--- src/rtl/uart_rx_sink.sv ---
// uart_rx_sink: 8N1 UART receiver for the bring-up harness. It decodes the SoC's
// serial_tx line into bytes on a valid/ready stream. It also flags framing errors
// (a low stop bit) and overruns (a byte lost because the one-entry buffer was full).
module uart_rx_sink #(
  parameter int unsigned CLKS_PER_BIT = 434
) (
  input  logic       clk,
  input  logic       cpu_reset,
  input  logic       rx,
  output logic [7:0] rx_data,
  output logic       rx_valid,
  input  logic       rx_ready,
  output logic       frame_err,
  output logic       overrun,
  output logic       busy
);

  localparam int unsigned CW = (CLKS_PER_BIT > 1) ? $clog2(CLKS_PER_BIT) : 1;
  // Half a bit minus one puts the start-bit sample at the middle of the bit.
  localparam logic [CW-1:0] HALF_M1 = CW'(CLKS_PER_BIT / 2 - 1);
  localparam logic [CW-1:0] FULL_M1 = CW'(CLKS_PER_BIT - 1);

  localparam logic [2:0] ST_IDLE  = 3'd0;
  localparam logic [2:0] ST_START = 3'd1;
  localparam logic [2:0] ST_DATA  = 3'd2;
  localparam logic [2:0] ST_STOP  = 3'd3;
  localparam logic [2:0] ST_BREAK = 3'd4;

  logic          r_sync1;
  logic          r_sync2;
  logic [2:0]    r_state;
  logic [CW-1:0] r_cnt;
  logic [2:0]    r_idx;
  logic [7:0]    r_sh;
  logic [7:0]    r_data;
  logic          r_valid;
  logic          r_ferr;
  logic          r_ovr;

  logic [2:0]    w_state_nxt;
  logic [CW-1:0] w_cnt_nxt;
  logic [2:0]    w_idx_nxt;
  logic [7:0]    w_sh_nxt;
  logic          w_cnt_zero;
  logic          w_deliver;
  logic          w_stop_bad;

  assign w_cnt_zero = (r_cnt == '0);

  // Two-flop synchronizer; idles high so reset never looks like a start bit.
  always_ff @(posedge clk) begin
    if (cpu_reset) begin
      r_sync1 <= 1'b1;
      r_sync2 <= 1'b1;
    end else begin
      r_sync1 <= rx;
      r_sync2 <= r_sync1;
    end
  end

  // Next-state logic for the frame decoder; sampling happens when cnt reaches zero.
  always_comb begin
    w_state_nxt = r_state;
    w_cnt_nxt   = r_cnt;
    w_idx_nxt   = r_idx;
    w_sh_nxt    = r_sh;
    w_deliver   = 1'b0;
    w_stop_bad  = 1'b0;
    case (r_state)
      ST_IDLE: begin
        if (!r_sync2) begin
          w_state_nxt = ST_START;
          w_cnt_nxt   = HALF_M1;
        end
      end
      ST_START: begin
        if (w_cnt_zero) begin
          if (r_sync2) begin
            // Line went back high before mid-bit: glitch, not a start bit.
            w_state_nxt = ST_IDLE;
          end else begin
            w_state_nxt = ST_DATA;
            w_cnt_nxt   = FULL_M1;
            w_idx_nxt   = 3'd0;
          end
        end else begin
          w_cnt_nxt = r_cnt - CW'(1);
        end
      end
      ST_DATA: begin
        if (w_cnt_zero) begin
          w_sh_nxt  = {r_sync2, r_sh[7:1]};
          w_cnt_nxt = FULL_M1;
          if (r_idx == 3'd7) begin
            w_state_nxt = ST_STOP;
          end else begin
            w_idx_nxt = r_idx + 3'd1;
          end
        end else begin
          w_cnt_nxt = r_cnt - CW'(1);
        end
      end
      ST_STOP: begin
        if (w_cnt_zero) begin
          if (r_sync2) begin
            w_deliver   = 1'b1;
            w_state_nxt = ST_IDLE;
          end else begin
            w_stop_bad  = 1'b1;
            w_state_nxt = ST_BREAK;
          end
        end else begin
          w_cnt_nxt = r_cnt - CW'(1);
        end
      end
      ST_BREAK: begin
        // Stay here while the line is held low, so a break reports one error only.
        if (r_sync2) begin
          w_state_nxt = ST_IDLE;
        end
      end
      default: begin
        w_state_nxt = ST_IDLE;
      end
    endcase
  end

  // Frame decoder state registers.
  always_ff @(posedge clk) begin
    if (cpu_reset) begin
      r_state <= ST_IDLE;
      r_cnt   <= '0;
      r_idx   <= 3'd0;
      r_sh    <= 8'h00;
    end else begin
      r_state <= w_state_nxt;
      r_cnt   <= w_cnt_nxt;
      r_idx   <= w_idx_nxt;
      r_sh    <= w_sh_nxt;
    end
  end

  // One-entry output buffer plus single-cycle error pulses.
  always_ff @(posedge clk) begin
    if (cpu_reset) begin
      r_data  <= 8'h00;
      r_valid <= 1'b0;
      r_ferr  <= 1'b0;
      r_ovr   <= 1'b0;
    end else begin
      r_ferr <= w_stop_bad;
      r_ovr  <= 1'b0;
      if (w_deliver) begin
        // A byte being accepted this cycle frees the slot for the new byte.
        if (!r_valid || rx_ready) begin
          r_data  <= w_sh_nxt;
          r_valid <= 1'b1;
        end else begin
          r_ovr <= 1'b1;
        end
      end else if (r_valid && rx_ready) begin
        r_valid <= 1'b0;
      end
    end
  end

  assign rx_data   = r_data;
  assign rx_valid  = r_valid;
  assign frame_err = r_ferr;
  assign overrun   = r_ovr;
  assign busy      = (r_state != ST_IDLE);

endmodule

--- config.mk ---
export PLATFORM = sky130hd
export DESIGN_NAME = uart_rx_sink
export DESIGN_NICKNAME = d
export VERILOG_FILES = /design/src/rtl/uart_rx_sink.sv
export SDC_FILE = /design/constraint.sdc
export NUM_CORES = 1
export LEC_CHECK = 0
export BUFFER_PORTS_ARGS = -buffer_cell sky130_fd_sc_hd__buf_2
export CORE_ASPECT_RATIO = 0.8
export CORE_MARGIN = 2
export CORE_UTILIZATION = 63
export CTS_BUF_LIST = sky130_fd_sc_hd__clkbuf_16
export CTS_CLUSTER_DIAMETER = 150
export CTS_CLUSTER_SIZE = 25
export DETAILED_ROUTE_END_ITERATION = 8
export GPL_TIMING_DRIVEN = 0
export HOLD_SLACK_MARGIN = 0.03
export PLACE_DENSITY = 0.88
export SYNTH_ARGS = -nofsm -noshare
export SYNTH_HDL_FRONTEND = slang
export SYNTH_SLANG_ARGS = --single-unit
--- constraint.sdc ---
create_clock -name clk -period 2.94 [get_ports clk]
set_input_delay 0 -clock clk [delete_from_list [all_inputs] [get_ports clk]]
set_output_delay 0 -clock clk [all_outputs]
set_load 0.1 [all_outputs]
* After elaboration in Yosys (flattened, before gate mapping)
Index checks and enable logic that the tools add are counted.
** Storage, ports and cells
- Bits in registers :: 36
- Word-level logic and storage cells :: 77
** Cells by class
- $add $sub $neg :: 2
- Equality and inequality tests :: 16
- Multiplexer cells :: 30
- Bitwise operators :: 3
- Reductions and logical operators :: 16
** Operators with widths (number)
- $mux W9 :: 5
- $pmux W9 S4 :: 1
- $mux W3 :: 11
- $ne A2 B2 Y1 const B :: 9
- $mux W8 :: 2
- $pmux W3 S5 :: 1
- $logic_not A9 Y1 :: 1
- $sub A9 B1 Y9 const B :: 1
- $mux W1 :: 8
- $eq A3 B2 Y1 const B :: 2
- $eq A3 B3 Y1 const B :: 2
- $pmux W3 S2 :: 1
- $reduce_and A6 Y1 :: 1
- $reduce_and A5 Y1 :: 1
- $reduce_and A2 Y1 :: 2
- $reduce_and A4 Y1 :: 1
- $reduce_bool A2 Y1 :: 2
- $reduce_bool A4 Y1 :: 1
- $add A3 B1 Y3 const B :: 1
- $eq A3 B1 Y1 const B :: 1
- $logic_not A3 Y1 :: 1
- $ne A3 B3 Y1 const B :: 1
- $not A1 Y1 :: 3
- $reduce_bool A3 Y1 :: 1
- other kinds (7) :: 7

* Logic depth before layout (Yosys ltp)
Gate-level depths: netlist of run 1.
- Depth in word-level cells :: 5
- Mapped depth :: 7

* Least setup slack after synthesis of run 1
No wires, ideal clock.
- Path type :: reg-to-reg
- Start point :: reg r_valid (netlist: rx_valid)
- End point :: reg r_data[0] (netlist: rx_data[0])
- Library setup time :: 80 ps
- Arrival time :: 2032 ps
- Data required time :: 2860 ps
- Path slack :: 827 ps
- Cell stages (with the launch flop) :: 7
- Path through :: dfxtp_1 -> nand2b_1 -> and3b_1 -> clkbuf_1 -> and2_1 -> buf_4 -> a211oi_2
** Between the ends
- Cells in the longest elaborated chain, start to end :: 3
** RTL lines
- start: declaration :: line 36 : logic r_valid;
- start signal: assignment :: line 147 : r_valid <= 1'b0;
- start signal: assignment :: line 157 : r_valid <= 1'b1;
- start signal: assignment :: line 162 : r_valid <= 1'b0;
- $logic_not A1 Y1 :: line 155 : if (!r_valid || rx_ready) begin
- $logic_or A1 B1 Y1 :: line 155
- $reduce_and A2 Y1 (no source line)
- end signal: assignment :: line 156 : r_data <= w_sh_nxt;
- end: declaration :: line 35 : logic [7:0] r_data;
No other way between the ends.
A chain may end at the register's enable or synchronous reset.

* Final worst setup path of run 1
- Start point :: reg r_cnt[0]
- End point :: reg r_cnt[6]
** Between the ends
- Cells in the longest elaborated chain, start to end :: 3
- Elaborated cells on any way between the ends :: 9
- Those cells by class :: add/sub (1); eq/ne (2); mux (4); reduce/logical (2)
** RTL lines
- start: declaration :: line 32 : logic [CW-1:0] r_cnt;
- start signal: assignment :: line 137 : r_cnt <= w_cnt_nxt;
- $sub A9 B1 Y9 or $logic_not A9 Y1 (tied branches)
- $mux W9, or another cell as far along :: line 104 : if (w_cnt_zero) begin
- $pmux W9 S4 or $reduce_and A4 Y1 (tied branches)
Several ways; a longest one is shown, not always the timed one. The select of a mux whose other input is x is not followed.

==> key figures, run 1 <==
Power and ir drop
  • Internal Pwr Total: 0.9989 mW
  • Seq pwr share: 38.2%
  • Peak VDD IR: 0.4661 mV
  • PD cells: around 620 nW/um^2
  • P_sw: 0.3703 mW
  • Clk pwr share: between 40 and 50%
  • Switching Share: around 27%
  • Logic gate share of total power: a little under a fifth
  • Pleak: between 0.8 and 0.9 nW

Critical path
  • R2r startpoint: r_cnt[0]
  • Crit. End Element: flop
  • CP required: 3.14 ns
  • Crit path kind: flop to flop
  • CP max-delay cell: or3b_4
  • Crit path buf inv count: 1
  • Worst Reg2Reg Path Length in Cells: 6
  • WP data arrival: about 2.3 ns
  • Worst path cell trace: inv_1 -> ha_1 -> or3b_4 -> or4_1 -> a221o_1 -> a21oi_1
  • CP delay by family, top: simple AND/OR/NAND/NOR gates
  • R2R Setup Slk: about 0.86 ns
  • Max incr delay on CP: about 0.44 ns
  • R2r endpoint: r_cnt[6]
  • Startpoint types: flop
  • Crit-path max FO: 6

Synth
  • Post-Synth XOR/XNOR Area: 0%
  • Synth Area in Compound Gates: 28.28%
  • Ys async rst share: 0%
  • Mux contribution to synthesized area: 4.725%
  • Mapped Cells: around 200
  • Count of cell types in the netlist: a little over 60
  • EDFF count, synth: 0
  • Cell Area, Synth: 1933 sq um
  • Synthesized area per cell: just under 10 sq um
  • Largest family of logic cells by synthesized area: compound AO/OA/AOI/OAI gates
  • Post-synth top area share: about 37%
  • Sequential fraction of the synthesis area: a little under two fifths
  • Ys flop type: dfxtp_1
  • Mapped Nets: slightly above 200
  • FF+latch count, synth: 36
  • Adder-cell share of the synthesized area: under 10%
  • Post-synthesis simple-gate area fraction: 20.65%
  • Cell taking the most area after synthesis: dfxtp_1
  • Yosys Warn Count: 0
  • Synth area leaders: dfxtp_1 (37%), a211oi_2 (5.8%), a21oi_1 (4.4%)

CTS
  • CTS tree: yes
  • CTS Buffer Depth: 2
  • Cts bufs inserted: 5
  • H-tree Lvls: 2
  • Clk root buf: clkbuf_16
  • Setup Buffers After CTS: 0
  • Clock sinks: 36
  • Worst skew pair latency: approximately 0.28 ns
  • Clock slew at reported path FFs: around 0.050 ns

Worst hold path
  • WHS Path Cells: 3
  • Min-delay worst type: input pin to flop
  • Critical hold path startpoint: rx_ready
  • Hold Path End: overrun

Cells and area
  • # fillers: approximately 170
  • Final core occ: about 80%
  • Area delta synth->final: 15.08%
  • Antenna cell count: 0
  • Finished Layout Cells: 259
  • Fraction of layout cells with a size suffix above 1: approximately a quarter
  • Post-layout nets: roughly 230

Placement
  • DPL Wire Length: around 3200 microns
  • Dpl ws: between 0.8 and 0.9 ns
  • Routability cong.: 0.9656
  • Placed Instances: between 200 and 300
  • Port Buf Inserts: 14

Detailed routing
  • Final WL: 4634 microns
  • Drc violations: 0
  • Total number of vias: between 1,500 and 2,000
  • Antenna Nets Post-Route: 0
  • Drt pass-1 iters: 4
  • WL/cell: between 15 and 20 microns
  • Detailed router's first-iteration violation count: 232
  • Vias per cell: 6.633

Timing
  • Final hold violation count: 0
  • RSZ-0062 raised after global routing: false
  • Rel. slew slack: between 50% and 60%
  • Clock period minus final worst setup slack: around 2.1 ns
  • Clock skew: roughly 0.0024 ns
  • Final Max Slew Viols: 0
  • Highest clock rate: 479.8 MHz
  • Smallest hold slack: approximately 0.050 ns
  • Setup violators final: 0
  • Setup ws final: 0.8559 ns
  • Final worst-path cycle share: between 70% and 80%
  • Worst-Margin Slew: about 0.7 ns
  • Setup TNS: 0 ns

GRT
  • Number of global-route vias before repair: about 1,600
  • Grt total ovfl: 0
  • Largest net degree at the start of global routing: 12
  • Initial antenna violation count: 0
  • Total GRT Usage: around 30%
  • Global-route wire length before repair: 7817 microns

Run
  • Max cap viols: 0

Outcome
  • Status: complete, no violations

Die
  • Core ar.: around 2800 sq um
  • Site Rows: 17
  • Die X: ~66 microns
  • Die span in y: 53.55 microns
  • Num ports: 16
  • Starting density of the core: 68.33%
  • Die area: roughly 3500 sq um
==> sequential cells by signal, indices dropped and copies added, names as in the netlist <==
register and cells:
frame_err 1, overrun 1, r_cnt 9, r_idx 3, r_sh 8, r_state 3, r_sync1 1, r_sync2 1
rx_data 8, rx_valid 1
==> worst register-to-register path, cell delays in order, from the launching register on <==
cell and delay, ns:
dfxtp_1 0.33, inv_1 0.11, ha_1 0.22, or3b_4 0.44
or4_1 0.43, a221o_1 0.33, a21oi_1 0.16
==> power by group through the flow <==
stage	sequential, mW	clock, mW	combinational [mW]
final	0.523	0.587	0.259
after global routing	0.524	0.610	0.277
after CTS	0.522	0.592	0.254
after detailed placement	0.532	0	0.249
after global placement	0.531	0	0.243
after floorplan	0.529	0	0.206
==> metrics by stage <==
step | total power [mW] | area (sq um)
after floorplan | 0.7344 | 1933
after global placement | 0.7739 | 2051
after detailed placement | 0.7812 | 2051
final | 1.369 | 2225
after global routing | 1.412 | 2225
after CTS | 1.368 | 2225
==> worst max path at each step <==
stage | startpoint | endpoint | slack (ns) | cells past startpoint
floorplan | rx_valid | rx_data[0] | 0.83 | 6
global placement | r_cnt[0] | r_cnt[6] | 0.94 | 6
detailed placement | r_cnt[0] | r_cnt[6] | 0.90 | 6
CTS | r_cnt[0] | r_cnt[6] | 0.87 | 6
global route | r_cnt[0] | r_idx[0] | 0.74 | 7
finish | r_cnt[0] | r_cnt[6] | 0.86 | 6
==> placed cells by master (no fill, tap or decap), types with 5 or more instances in the layout <==
master      n
buf_2      15
nand2_1     6
a21oi_1    17
clkbuf_16   5
clkbuf_1    8
nor2_1     17
dfxtp_1    36
o21ai_0     5
inv_1       8
a211oi_2    9
mux2i_1     8
==> layer usage <==
layer | global-route usage [%] | up-vias | wire length, microns
met1 | 38.35 | 823 | 1895
met3 | 7.113 | 13 | 394
li1 | - | 792 | -
met5 | 0 | - | 0
met2 | 50.17 | 90 | 2237
met4 | 12.24 | 0 | 106
==> synth_stat cells (all sizes together), types with 2 or more instances <==
| cell type | number |
|---|---|
| mux2i | 8 |
| nand3b | 2 |
| ha | 4 |
| dfxtp | 36 |
| a21o | 2 |
| nor4 | 2 |
| o311ai | 3 |
| o21ai | 7 |
| a21oi | 18 |
| buf | 9 |
| o22ai | 2 |
| or4 | 4 |
| o41ai | 2 |
| nor3 | 6 |
| inv | 7 |
| a221oi | 4 |
| o31ai | 5 |
| or2 | 3 |
| a211oi | 11 |
| nor2 | 17 |
| nand2 | 6 |
| or3b | 3 |
| nor4b | 2 |
| or3 | 2 |
| nand2b | 4 |
| a31oi | 3 |
| clkbuf | 8 |
==> area by class of cell <==
type                       instances  area, sq um  area share, %
multi-input combinational        138         1087          48.88
timing repair buffer              15        80.08          3.600
clock buffer                       5        125.1          5.624
tap                               38        47.55          2.137
clock inverter                     3        38.79          1.744
inverter                           7        26.28          1.181
buffer                            17        98.84          4.443
sequential                        36        720.7          32.40
==> cells by family (layout without fill, tap and decap cells) <==
kind of cell / Yosys count / after routing
adders and majority gates: 4 / 4
AOI/OAI and AO/OA: 66 / 66
buffers and inverters: 24 / 47
DFF: 36 / 36
muxes: 9 / 9
and+or+nand+nor: 59 / 59
==> what timing repair did <==
action,in CTS,in global routing
resized for setup,0,0
hold buffers,1,0
hold endpoints to repair,1,0
Power figures use the tool's default switching activity.
==> run 2: changes to the inputs <==
Settings changed: CORE_UTILIZATION 63 to 59, PLACE_DENSITY 0.88 to 0.84.
Clock period 2.94 ns to 2.05 ns, I/O delays scaled along.
==> run 2 against run 1 <==
  * Via count up 3.3%
  * Hold slack worse by 0.010 ns
  * Routed wire length grew 4.7%
  * Critical endpoint is now r_idx[2]
  * Critical path depth is 1 higher
  * Fmax up 4.3%
  * Setup slack worse by 0.80 ns
  * Die area increased by 6.3%
  * Register-to-register slack got worse by 0.80 ns
  * Clock-buffer cell count unchanged
  * Non-clock buffer count is 5 higher
  * Final cell count rose by 2.7%
  * Clock skew increased by 0.00096 ns
==> key figures, run 2 (synthesis gave the netlist of run 1 again) <==
Cells and area
  • Fraction of layout cells with a size suffix above 1: 33.19%
  • Final core occ: between 70% and 80%
  • Post-layout nets: around 230
  • Most frequent cells in the layout: dfxtp_1 (35), a21oi_1 (15), nor2_1 (15), buf_2 (15), a211oi_2 (9)
  • Antenna cell count: 0
  • Commonest non-fill, non-tap cell in the layout: dfxtp_1
  • Largest reg by FF count: r_cnt
  • Max FFs per register: 9
  • Area delta synth->final: 19.29%

Worst hold path
  • Min-delay worst type: input pin to flop
  • Critical hold path startpoint: rx_ready

Timing
  • Worst-Margin Slew: approximately 0.68 ns
  • Clock skew: approximately 0.0034 ns
  • Setup violators final: 0
  • Clock period minus final worst setup slack: between 1.5 and 2 ns
  • Highest clock rate: ~500 MHz
  • Setup ws final: between 0.05 and 0.06 ns
  • Rel. slew slack: a little over half
  • Final worst-path cycle share: roughly 97%
  • Final Max Slew Viols: 0
  • Final hold violation count: 0
  • Setup TNS: 0 ns
  • Smallest hold slack: 0.03937 ns

CTS
  • Clock sinks: 36
  • CTS tree: yes
  • Clk root buf: clkbuf_16
  • Worst skew pair latency: about 0.28 ns
  • Clock slew at reported path FFs: approximately 0.060 ns
  • H-tree Lvls: 2
  • CTS Buffer Depth: 2
  • Cts bufs inserted: 5

GRT
  • Global-route wire length before repair: ~7600 microns
  • Number of global-route vias before repair: approximately 1,500
  • Grt total ovfl: 0
  • Initial antenna violation count: 0
  • Total GRT Usage: between 20 and 30%
  • Largest net degree at the start of global routing: 13

Power and ir drop
  • Final Power: ~2.1 mW
  • Internal Pwr Total: between 1 and 1.5 mW
  • Switching Share: 28.37%
  • Pleak: 0.8986 nW
  • Peak VDD IR: 0.5497 mV
  • Seq pwr share: a little over a third
  • P_sw: 0.5855 mW
  • Logic gate share of total power: a little over a fifth
  • PD cells: slightly below 900 nW/um^2
  • Clk pwr share: between 40% and 50%

Die
  • Core ar.: 3108 sq um
  • Die area: between 3000 and 4000 sq um
  • Die span in y: 55.20 microns
  • Die X: slightly below 70 microns
  • Num ports: 16
  • Site Rows: 18
  • Starting density of the core: 62.20%

Detailed routing
  • Drc violations: 0
  • Final WL: just under 5000 microns
  • Total number of vias: 1,775
  • Detailed router's first-iteration violation count: approximately 230
  • WL/cell: between 15 and 20 microns
  • Vias per cell: between 6 and 7
  • Drt pass-1 iters: 4
  • Antenna Nets Post-Route: 0

Critical path
  • WP data arrival: around 2.2 ns
  • Crit-path max FO: 10
  • CP required: roughly 2.3 ns
  • Crit path kind: flop to flop
  • Crit. End Element: flop
  • R2r startpoint: r_cnt[0]
  • Critical path launch point: r_cnt[0]
  • Startpoint types: flop

Placement
  • Port Buf Inserts: 14
  • Routability cong.: approximately 0.91
  • Dpl ws: around 0.037 ns
  • DPL Wire Length: roughly 3000 microns

Run
  • Max cap viols: 0

Outcome
  • Status: complete, no violations
==> run 2: changes by cell type in the layout (fill, tap and decap cells not counted), moves of 2 or more <==
cell | before | now
a21oi_2 | 1 | 3
nor2_1 | 17 | 15
a21oi_1 | 17 | 15
inv_1 | 8 | 5
nor2_2 | 0 | 2
inv_2 | 0 | 2
buf_4 | 1 | 6
buf_1 | 3 | 1
clkbuf_2 | 0 | 3
==> run 2: per-layer routing <==
metal,part of all wire (%),routed length (microns),vias to the layer above,GRT usage [%]
li1,-,-,800,-
met1,42,2042,857,37.73
met2,46,2252,98,42.72
met3,9.0,439,20,7.287
met4,2.4,116,0,10.67
met5,0,0,-,0
==> run 2: worst paths after layout <==
check	depth (start not counted)	to	slack (ns)
min reg2reg	1	r_sync2	0.42
max reg2reg	7	r_idx[2]	0.05
min	3	overrun	0.04
max	7	r_idx[2]	0.05
==> run 2: final cells by class <==
| type | count | area (sq um) |
|---|---|---|
| Sequential cell | 36 | 721.9 |
| Fill cell | 213 | 802.0 |
| Clock buffer | 5 | 125.1 |
| Multi-Input combinational cell | 138 | 1120 |
| Inverter | 7 | 26.28 |
| Clock inverter | 3 | 42.54 |
| Buffer | 17 | 102.6 |
| Timing Repair Buffer | 20 | 117.6 |
| Tap cell | 40 | 50.05 |
==> run 2: stage by stage <==
step                area (sq um)  std cells
global route                2306        266
CTS                         2247        263
finish                      2306        266
floorplan                   1934        198
global placement            2054        252
detailed placement          2054        252
==> run 2: power by group through the flow <==
stage | logic, mW | clock network, mW | registers (mW)
5_1_grt | 0.462 | 0.907 | 0.753
3_5_place_dp | 0.359 | 0 | 0.763
4_1_cts | 0.383 | 0.864 | 0.748
6_report | 0.443 | 0.869 | 0.751
2_1_floorplan | 0.295 | 0 | 0.758
3_3_place_gp | 0.351 | 0 | 0.761
==> run 2: critical path, cell delays in order (launching register included) <==
cell and delay [ns]:
dfxtp_1 0.34, inv_2 0.10, ha_1 0.18, nor4b_4 0.32
nand3_1 0.15, buf_2 0.25, or3b_1 0.39, a21oi_1 0.18
==> run 2: timing repair <==
item                                   4_1_cts  5_1_grt
pin swaps                                    0        3
setup endpoints to repair                    1       15
endpoints found under the hold margin        1        0
buffers inserted                             2        3
hold buffers                                 1        0
resized for setup                            0       13
